==> src/rtl/hacd_pkg.sv <==
// Shared HAWK chipset definitions: AXI read packets, constants,
// and block alignment helper.
package hacd_pkg;

  localparam int BLK_SIZE = 64;
  localparam logic [2:0] AXI_SIZE_64B = 3'd6;
  localparam logic [1:0] AXI_BURST_INCR = 2'b01;
  localparam int HAWK_RD_MAX_OUTSTANDING = 4;

  typedef enum logic {
    AR_IDLE,
    AR_ADDR
  } ar_state_e;

  typedef struct packed {
    logic [63:0] addr;
    logic [47:0] tag;
    logic        arvalid;
  } axi_rd_reqpkt_t;

  typedef struct packed {
    logic arready;
  } axi_rd_rdypkt_t;

  typedef struct packed {
    logic [511:0] data;
    logic [47:0]  tag;
    logic         err;
    logic         rvalid;
  } axi_rd_resppkt_t;

  function automatic logic [63:0] blk_align(input logic [63:0] a);
    blk_align = a & ~64'(BLK_SIZE - 1);
  endfunction

endpackage

==> src/rtl/hawk_rd_tag_fifo.sv <==
// Tag FIFO for in-flight reads; occupancy counter separates
// full from empty since pointers wrap naturally.
module hawk_rd_tag_fifo #(
  parameter int DEPTH = 4,
  parameter int WIDTH = 48
) (
  input  logic             clk,
  input  logic             rst,
  input  logic             push,
  input  logic             pop,
  input  logic [WIDTH-1:0] wdata,
  output logic [WIDTH-1:0] rdata,
  output logic             full,
  output logic             empty
);

  localparam int PTR_W = $clog2(DEPTH);
  localparam int OCC_W = PTR_W + 1;

  logic [WIDTH-1:0] mem [DEPTH];
  logic [PTR_W-1:0] wptr;
  logic [PTR_W-1:0] rptr;
  logic [OCC_W-1:0] occ;
  logic push_ok;
  logic pop_ok;

  assign full    = (occ == OCC_W'(DEPTH));
  assign empty   = (occ == '0);
  assign push_ok = push && !full;
  assign pop_ok  = pop && !empty;
  assign rdata   = mem[rptr];

  always_ff @(posedge clk) begin
    if (push_ok) mem[wptr] <= wdata;
  end

  always_ff @(posedge clk or posedge rst) begin
    if (rst) begin
      wptr <= '0;
      rptr <= '0;
      occ  <= '0;
    end else begin
      if (push_ok) wptr <= wptr + 1'b1;
      if (pop_ok) rptr <= rptr + 1'b1;
      unique case ({push_ok, pop_ok})
        2'b10:   occ <= occ + 1'b1;
        2'b01:   occ <= occ - 1'b1;
        default: occ <= occ;
      endcase
    end
  end

endmodule

==> src/rtl/hawk_axi_rd_master.sv <==
// HAWK 64B block AXI4 read master, in-order, one-entry resp skid.
// Optional watchdog enabled by defining HAWK_RD_TIMEOUT_EN.
module hawk_axi_rd_master
  import hacd_pkg::*;
#(
  parameter int MAX_OUTSTANDING = HAWK_RD_MAX_OUTSTANDING,
  parameter int AXI_ID = 0,
  parameter int TAG_W = 48,
  parameter int TIMEOUT_CYCLES = 1024
) (
  input  logic             clk,
  input  logic             rst,
  input  logic [63:0]      req_addr,
  input  logic [TAG_W-1:0] req_tag,
  input  logic             req_valid,
  output logic             req_ready,
  output logic [511:0]     resp_data,
  output logic [TAG_W-1:0] resp_tag,
  output logic             resp_err,
  output logic             resp_valid,
  input  logic             resp_ready,
  output logic [3:0]       m_axi_arid,
  output logic [63:0]      m_axi_araddr,
  output logic [7:0]       m_axi_arlen,
  output logic [2:0]       m_axi_arsize,
  output logic [1:0]       m_axi_arburst,
  output logic             m_axi_arvalid,
  input  logic             m_axi_arready,
  input  logic [3:0]       m_axi_rid,
  input  logic [511:0]     m_axi_rdata,
  input  logic [1:0]       m_axi_rresp,
  input  logic             m_axi_rlast,
  input  logic             m_axi_rvalid,
  output logic             m_axi_rready,
  output logic             timeout_err
);

  localparam int CNT_W = $clog2(MAX_OUTSTANDING) + 1;

  ar_state_e        state_q;
  ar_state_e        state_d;
  logic [CNT_W-1:0] count_q;
  logic [63:0]      addr_q;
  logic             skid_q;
  logic [511:0]     data_q;
  logic [TAG_W-1:0] tag_q;
  logic             err_q;
  logic             fifo_full;
  logic             fifo_empty;
  logic [TAG_W-1:0] fifo_tag;
  logic             req_ok;
  logic             ar_go;
  logic             req_hs;
  logic             ar_hs;
  logic             r_hs;

  assign m_axi_arid    = 4'(AXI_ID);
  assign m_axi_araddr  = addr_q;
  assign m_axi_arlen   = 8'd0;
  assign m_axi_arsize  = AXI_SIZE_64B;
  assign m_axi_arburst = AXI_BURST_INCR;
  assign m_axi_arvalid = ar_go;
  assign req_ready     = req_ok;

  always_comb begin
    state_d = state_q;
    req_ok  = 1'b0;
    ar_go   = 1'b0;
    unique case (state_q)
      AR_IDLE: begin
        req_ok = !rst && !fifo_full &&
                 (count_q < CNT_W'(MAX_OUTSTANDING));
        if (req_valid && req_ok) state_d = AR_ADDR;
      end
      AR_ADDR: begin
        ar_go = 1'b1;
        if (m_axi_arready) state_d = AR_IDLE;
      end
      default: state_d = AR_IDLE;
    endcase
  end

  assign req_hs = req_valid && req_ok;
  assign ar_hs  = ar_go && m_axi_arready;
  // Beats with nothing outstanding are protocol violations; never accept.
  assign m_axi_rready = (count_q != '0) && (!skid_q || resp_ready);
  assign r_hs = m_axi_rvalid && m_axi_rready;

  always_ff @(posedge clk or posedge rst) begin
    if (rst) begin
      state_q <= AR_IDLE;
      addr_q  <= '0;
      count_q <= '0;
    end else begin
      state_q <= state_d;
      if (req_hs) addr_q <= blk_align(req_addr);
      unique case ({ar_hs, r_hs})
        2'b10:   count_q <= count_q + 1'b1;
        2'b01:   count_q <= count_q - 1'b1;
        default: count_q <= count_q;
      endcase
    end
  end

  always_ff @(posedge clk or posedge rst) begin
    if (rst) begin
      skid_q <= 1'b0;
      data_q <= '0;
      tag_q  <= '0;
      err_q  <= 1'b0;
    end else if (r_hs) begin
      skid_q <= 1'b1;
      data_q <= m_axi_rdata;
      tag_q  <= fifo_tag;
      err_q  <= (m_axi_rresp != 2'b00) || !m_axi_rlast;
    end else if (resp_ready) begin
      skid_q <= 1'b0;
    end
  end

  assign resp_valid = skid_q;
  assign resp_data  = data_q;
  assign resp_tag   = tag_q;
  assign resp_err   = err_q;

  hawk_rd_tag_fifo #(
    .DEPTH(MAX_OUTSTANDING),
    .WIDTH(TAG_W)
  ) u_tag_fifo (
    .clk  (clk),
    .rst  (rst),
    .push (req_hs),
    .pop  (r_hs),
    .wdata(req_tag),
    .rdata(fifo_tag),
    .full (fifo_full),
    .empty(fifo_empty)
  );

`ifdef HAWK_RD_TIMEOUT_EN
  localparam int WD_W = $clog2(TIMEOUT_CYCLES + 1);

  logic [WD_W-1:0] wd_q;
  logic            to_q;

  // Saturates at the limit; the flag stays set until reset.
  always_ff @(posedge clk or posedge rst) begin
    if (rst) begin
      wd_q <= '0;
      to_q <= 1'b0;
    end else if (count_q == '0 || r_hs) begin
      wd_q <= '0;
    end else if (wd_q != WD_W'(TIMEOUT_CYCLES)) begin
      wd_q <= wd_q + 1'b1;
      if (wd_q == WD_W'(TIMEOUT_CYCLES - 1)) to_q <= 1'b1;
    end
  end

  assign timeout_err = to_q;
`else
  logic unused_to;
  assign unused_to   = TIMEOUT_CYCLES[0];
  assign timeout_err = 1'b0;
`endif

  logic unused;
  assign unused = ^{m_axi_rid, req_addr[5:0], fifo_empty};

endmodule

==> config.mk <==
export PLATFORM = sky130hd
export DESIGN_NAME = hawk_axi_rd_master
export DESIGN_NICKNAME = d
export VERILOG_FILES = /design/src/rtl/hacd_pkg.sv /design/src/rtl/hawk_rd_tag_fifo.sv /design/src/rtl/hawk_axi_rd_master.sv
export SDC_FILE = /design/constraint.sdc
export NUM_CORES = 2
export LEC_CHECK = 0
export BUFFER_PORTS_ARGS = -buffer_cell sky130_fd_sc_hd__buf_2
export CAP_MARGIN = 20
export CORE_AREA = 8 8 490 492
export CTS_BUF_LIST = sky130_fd_sc_hd__clkbuf_4 sky130_fd_sc_hd__clkbuf_8 sky130_fd_sc_hd__clkbuf_16
export DETAILED_ROUTE_END_ITERATION = 10
export DIE_AREA = 0 0 498 500
export HOLD_SLACK_MARGIN = 0.08
export PLACE_DENSITY_LB_ADDON = 0.15
export REMOVE_ABC_BUFFERS = 1
export SLEW_MARGIN = 20
export SYNTH_ARGS = -nofsm -noshare
export SYNTH_HDL_FRONTEND = slang
export SYNTH_SLANG_ARGS = --single-unit
==> constraint.sdc <==
create_clock -name clk -period 72.5 [get_ports clk]
set_clock_uncertainty 0.1 [all_clocks]
set_input_delay 21.75 -clock clk [delete_from_list [all_inputs] [get_ports clk]]
set_output_delay 21.75 -clock clk [all_outputs]
set_load 0.005 [all_outputs]
Word-level counts from Yosys, hierarchy flattened
Memory sizes are Yosys's and may differ from the RTL's. A register that Yosys moved wholly into a read port is not among the register bits.
Cells that the tools add are included.
{ "classes": {"n_lt_le_gt_ge": 1, "reduce_logical": 22, "n_mul": 0, "n_addsub": 6, "n_div": 0, "bitwise_logic": 1, "shifts": 0, "mux": 11, "n_eq_ne": 5} }
{ "ops": {"columns": ["operator", "n"], "rows": [
  ["case mux 3 bit (2 select lines)", 2],
  ["logical AND 1 bit", 9],
  ["2-to-1 mux 1 bit", 8],
  ["nonzero test 2 bit", 4],
  ["adder 3 x 1 -> 3 bit, second input constant", 2],
  ["subtractor 3 x 1 -> 3 bit, second input constant", 2],
  ["logical NOT 1 bit", 5],
  ["adder 2 x 1 -> 2 bit, second input constant", 2],
  ["equality test 2 x 1 -> 1 bit, second input constant", 2],
  ["equality test 2 bit, second input constant", 2],
  ["equality test 3 bit, second input constant", 1],
  ["logical NOT 3 bit", 1],
  ["< comparator 3 bit, second input constant", 1],
  ["nonzero test 3 bit", 1],
  ["logical OR 1 bit", 2],
  ["case mux 1 bit (2 select lines)", 1],
  ["inverter 1 bit", 1]
]} }
{ "word_totals": {"reg_bits": 583, "n_memories": 1, "input_bits": 637, "elab_cells": 56, "out_inout_bits": 647, "latchBits": 0, "mem_bits_rw": 192, "mem_bits_ro": 0} }
{ "mem_list": {"columns": ["memory", "words", "word_bits", "read_ports", "rd_clocked_by_memory_dff", "wr", "line_no", "text"], "rows": [
  ["u_tag_fifo.mem", 4, 48, 1, 1, 1, "hawk_rd_tag_fifo.sv:20", "logic [WIDTH-1:0] mem [DEPTH];"]
]} }

Depth between registers and ports, before layout
{ "logic_depth": {"depth_word": 9, "depth_mapped": 11, "mapped_depth_nobuf": 9} }

Cells and area by module
A second synthesis with hierarchy kept.
{ "hier_totals": {"cells_unflattened": 1652, "hier_area_um2": 31478.9} }
{ "by_module_without_submodules": {"columns": ["module", "area_each_um2", "cells_each", "n_inst"], "rows": [
  ["hawk_axi_rd_master", 24068.1, 1363, 1],
  ["hawk_rd_tag_fifo", 7410.9, 289, 1]
]} }

Worst setup path after synthesis
OpenSTA, ideal clock, no wires.
{ "synth_path": {"path_type": "input to output", "from": "input port rst", "to": "output port req_ready", "stages": 2, "arrival_ns": 22.234, "path_slack_ns": 28.416, "cell_sequence": "nor3_1 > o31a_1"} }
{ "synth_between": {"elab_chain_len": 4} }
{ "synth_rtl": {"columns": ["element", "line_no", "text"], "rows": [
  ["start: declaration", "hawk_axi_rd_master.sv:12", "input logic rst,"],
  ["logical NOT 1 bit (no source line)", null, null],
  ["logical AND 1 bit (2 in series)", "hawk_axi_rd_master.sv:71", "req_ok = !rst && !fifo_full &&"],
  ["2-to-1 mux 1 bit", "hawk_axi_rd_master.sv:69", "unique case (state_q)"],
  ["end: declaration", "hawk_axi_rd_master.sv:16", "output logic req_ready,"]
]} }
No other way between the ends.

Worst setup path in the final report
Same ends and word-level chain as after synthesis.

==> flow_metrics.py <==
metrics = {
    "run_status": {
        "status": "finished clean",
    },
    "die": {
        "die_h_um": 500,
        "die_area_um2": 249000,
        "num_rows": 177,
        "coreArea_um2": 232000,
        "die_w_um": 498,
        "start_util_pct": 13.5,
        "io_pins": 1284,
    },
    "detailed_routing": {
        "final_antenna_net_count": 0,
        "wl_per_cell_um": 24.6,
        "vias_per_cell": 3.29,
        "routed-via-count": 20154,
        "drt_pre_antenna_iters": 4,
        "drtIter0Drc": 974,
        "drcViolationCount": 0,
        "routed_wl_um": 150000,
    },
    "synth": {
        "syn-cell-area_um2": 31400,
        "synth_edf_count": 192,
        "synthTopCellsByCount": "dfrtp_1 (631), mux2_2 (439), edfxtp_1 (192)",
        "ys_ff_latch": 823,
        "yosysMostFrequentCell": "dfrtp_1",
        "yosysTopAreaCellShare_pct": 50.3,
        "synth_area_per_cell_um2": 19.0,
        "yosys.cell_types.count": 32,
        "netlist_instances": 1650,
        "synth_ff_type": "dfrtp_1",
        "ys_warn_count": 0,
        "async_flop_share_pct": 76.7,
        "synth-seq-area-share_pct": 68.6,
        "synth_top_area_cell": "dfrtp_1",
        "synthTopCellsByArea": "dfrtp_1 (50%), edfxtp_1 (18%), mux2_2 (16%)",
    },
    "power": {
        "p_leak_nw": 19.6,
        "power.total_mw": 1.87,
        "peakVddDrop_mv": 0.0207,
        "powerDensity_nw_per_um2": 41.9,
    },
    "global_routing": {
        "grt_max_degree": 144,
        "grt_pass1_vias": 21532,
        "grt_pass1_wl_um": 202000,
        "antenna_found_initial": 145,
        "grt_use_total_pct": 11.6,
        "overflow": 0,
    },
    "clock_network": {
        "clock_path_buffers": 3,
        "ctsHtreeMaxLevel": 3,
        "cts_hold_buf": 0,
        "clock-sinks": 823,
        "cts_tree": "yes",
        "cts-root-buf": "clkbuf_16",
        "path_clk_slew_ns": 0.06,
        "post_cts_resized": 0,
        "clock_latency_ns": 0.73,
        "cts_buffers": 107,
        "post_cts_buffers": 0,
    },
    "final_layout": {
        "drive_above_1_share_pct": 70.3,
        "syn_to_final_growth_pct": 42.5,
        "final_cell_count_no_fill": 6126,
        "nFillCells": 25261,
        "stdcell_area_um2": 44800,
        "nNetsFinal": 3594,
    },
    "hold_path": {
        "whs_endpoint": "m_axi_araddr[17]",
        "hold_class": "reg -> reg",
        "hold_start": "m_axi_araddr[17]",
        "whs_path_depth": 1,
    },
    "timing": {
        "tns_ns": 0,
        "max_slew_margin_pct": 25.4,
        "worst_pin_slew_ns": 1.12,
        "rsz0062_at_grt": "no",
        "timing.fmax_mhz": 22.4,
        "setup-violations-final": 0,
        "fin_crit_sh_pct": 61.5,
        "maxSlewViolCount": 0,
        "fin_crit_ns": 44.60,
        "finalHoldViolations": 0,
    },
    "place": {
        "gp_congestion": 0.780,
        "hpwl_um": 117000,
        "place_inst": 5883,
        "port_buffers": 1249,
        "place_area_um2": 41100,
    },
    "critical_path": {
        "reg2reg_slack_ns": 68.13,
        "critPathMaxFanout": 5,
        "critical_path_class": "in -> out",
        "arrival_ns": 22.75,
        "required_ns": 50.65,
        "rr_worst_depth": 7,
        "end_kind": "output pin",
        "rr_endpoint": "resp_data[421]",
        "worstSetupStartpointType": "input pin",
        "reg2reg_from": "resp_valid",
    },
    "job": {
        "maxCapViolCount": 0,
    },
}
metrics by stage:
| step | hold WS, ns | utilization (%) | setup slack, ns |
|---|---|---|---|
| after floorplan | 0.365 | - | 28.42 |
| after global placement | 0.384 | 17.7 | 27.94 |
| after detailed placement | 0.386 | 17.7 | 27.92 |
| after CTS | 0.403 | 19.3 | 27.90 |
| after global routing | 0.414 | 19.3 | 27.80 |
| final | 0.398 | 19.3 | 27.90 |
routing by layer:
layer	global-route usage, %	share of wire (%)
met1	12.9	38
met2	19.0	47
met3	6.64	11
met4	3.19	2.7
met5	0	0.36
critical path, stage by stage:
cell and delay, ns:
buf_2 0.14, nor3_1 0.40, o31a_1 0.30, buf_2 0.16
worst max path at each step:
stage / cells after the start / start / to
2_1_floorplan: 2 / rst / req_ready
3_3_place_gp: 4 / rst / req_ready
3_5_place_dp: 4 / rst / req_ready
4_1_cts: 4 / rst / req_ready
5_1_grt: 4 / rst / req_ready
6_report: 4 / rst / req_ready
state kept, by name, indices dropped and copies added, names as in the netlist:
signal	cells
count_q	3
m_axi_araddr	58
resp_data	512
resp_err	1
resp_tag	48
resp_valid	1
state_q	1
u_tag_fifo.mem	192
u_tag_fifo.occ	3
u_tag_fifo.rptr	2
u_tag_fifo.wptr	2
layout make-up:
type	count	area (um2)	area share, %
inverter	13	63.8	0.143
multi-input combinational	733	9200	20.5
tap	3043	3810	8.51
clock buffer	153	3180	7.11
sequential	823	21600	48.2
clock inverter	42	378	0.844
antenna	48	120	0.268
timing repair buffer	1271	6450	14.4
placed cells by master (no fill, tap or decap), types with 3 or more instances in the layout:
cell type | netlist | layout
clkbuf_4 | 0 | 26
mux2_2 | 439 | 439
buf_12 | 0 | 3
edfxtp_1 | 192 | 192
buf_4 | 24 | 19
xnor2_1 | 6 | 6
conb_1 | 2 | 24
clkbuf_16 | 0 | 110
mux2_4 | 180 | 180
dfrtp_1 | 631 | 629
clkinvlp_4 | 0 | 4
xor2_1 | 3 | 3
diode_2 | 0 | 48
clkbuf_8 | 0 | 17
ha_1 | 6 | 6
clkinv_16 | 0 | 3
inv_1 | 12 | 11
clkinv_2 | 0 | 18
nor2_1 | 3 | 3
clkinv_1 | 0 | 9
buf_2 | 50 | 1249
inv_6 | 0 | 3
mux4_2 | 48 | 48
bufinv_16 | 0 | 3
and3_2 | 0 | 4
cells by family (layout without fill, tap and decap cells):
group                      Yosys count  in the layout  share of synthesized area, %
xor gates and xnor gates             9              9                         0.251
muxes                              669            669                          27.9
AOI/OAI and AO/OA                    6              6                         0.163
DFF                                823            823                          68.6
adders and majority gates            8              8                         0.367
other                                2             72                        0.0239
and+or+nand+nor                     17             17                         0.323
buffers and inverters              116           1479                          2.37
where the power goes:
group | switching (mW) | total [mW] | internal, mW | leakage (nW)
registers | 0.0925 | 0.730 | 0.638 | 9.11
logic | 0.295 | 0.606 | 0.311 | 8.75
clock network | 0.223 | 0.538 | 0.316 | 1.78
Note: power is estimated with default switching activity, not from simulation.
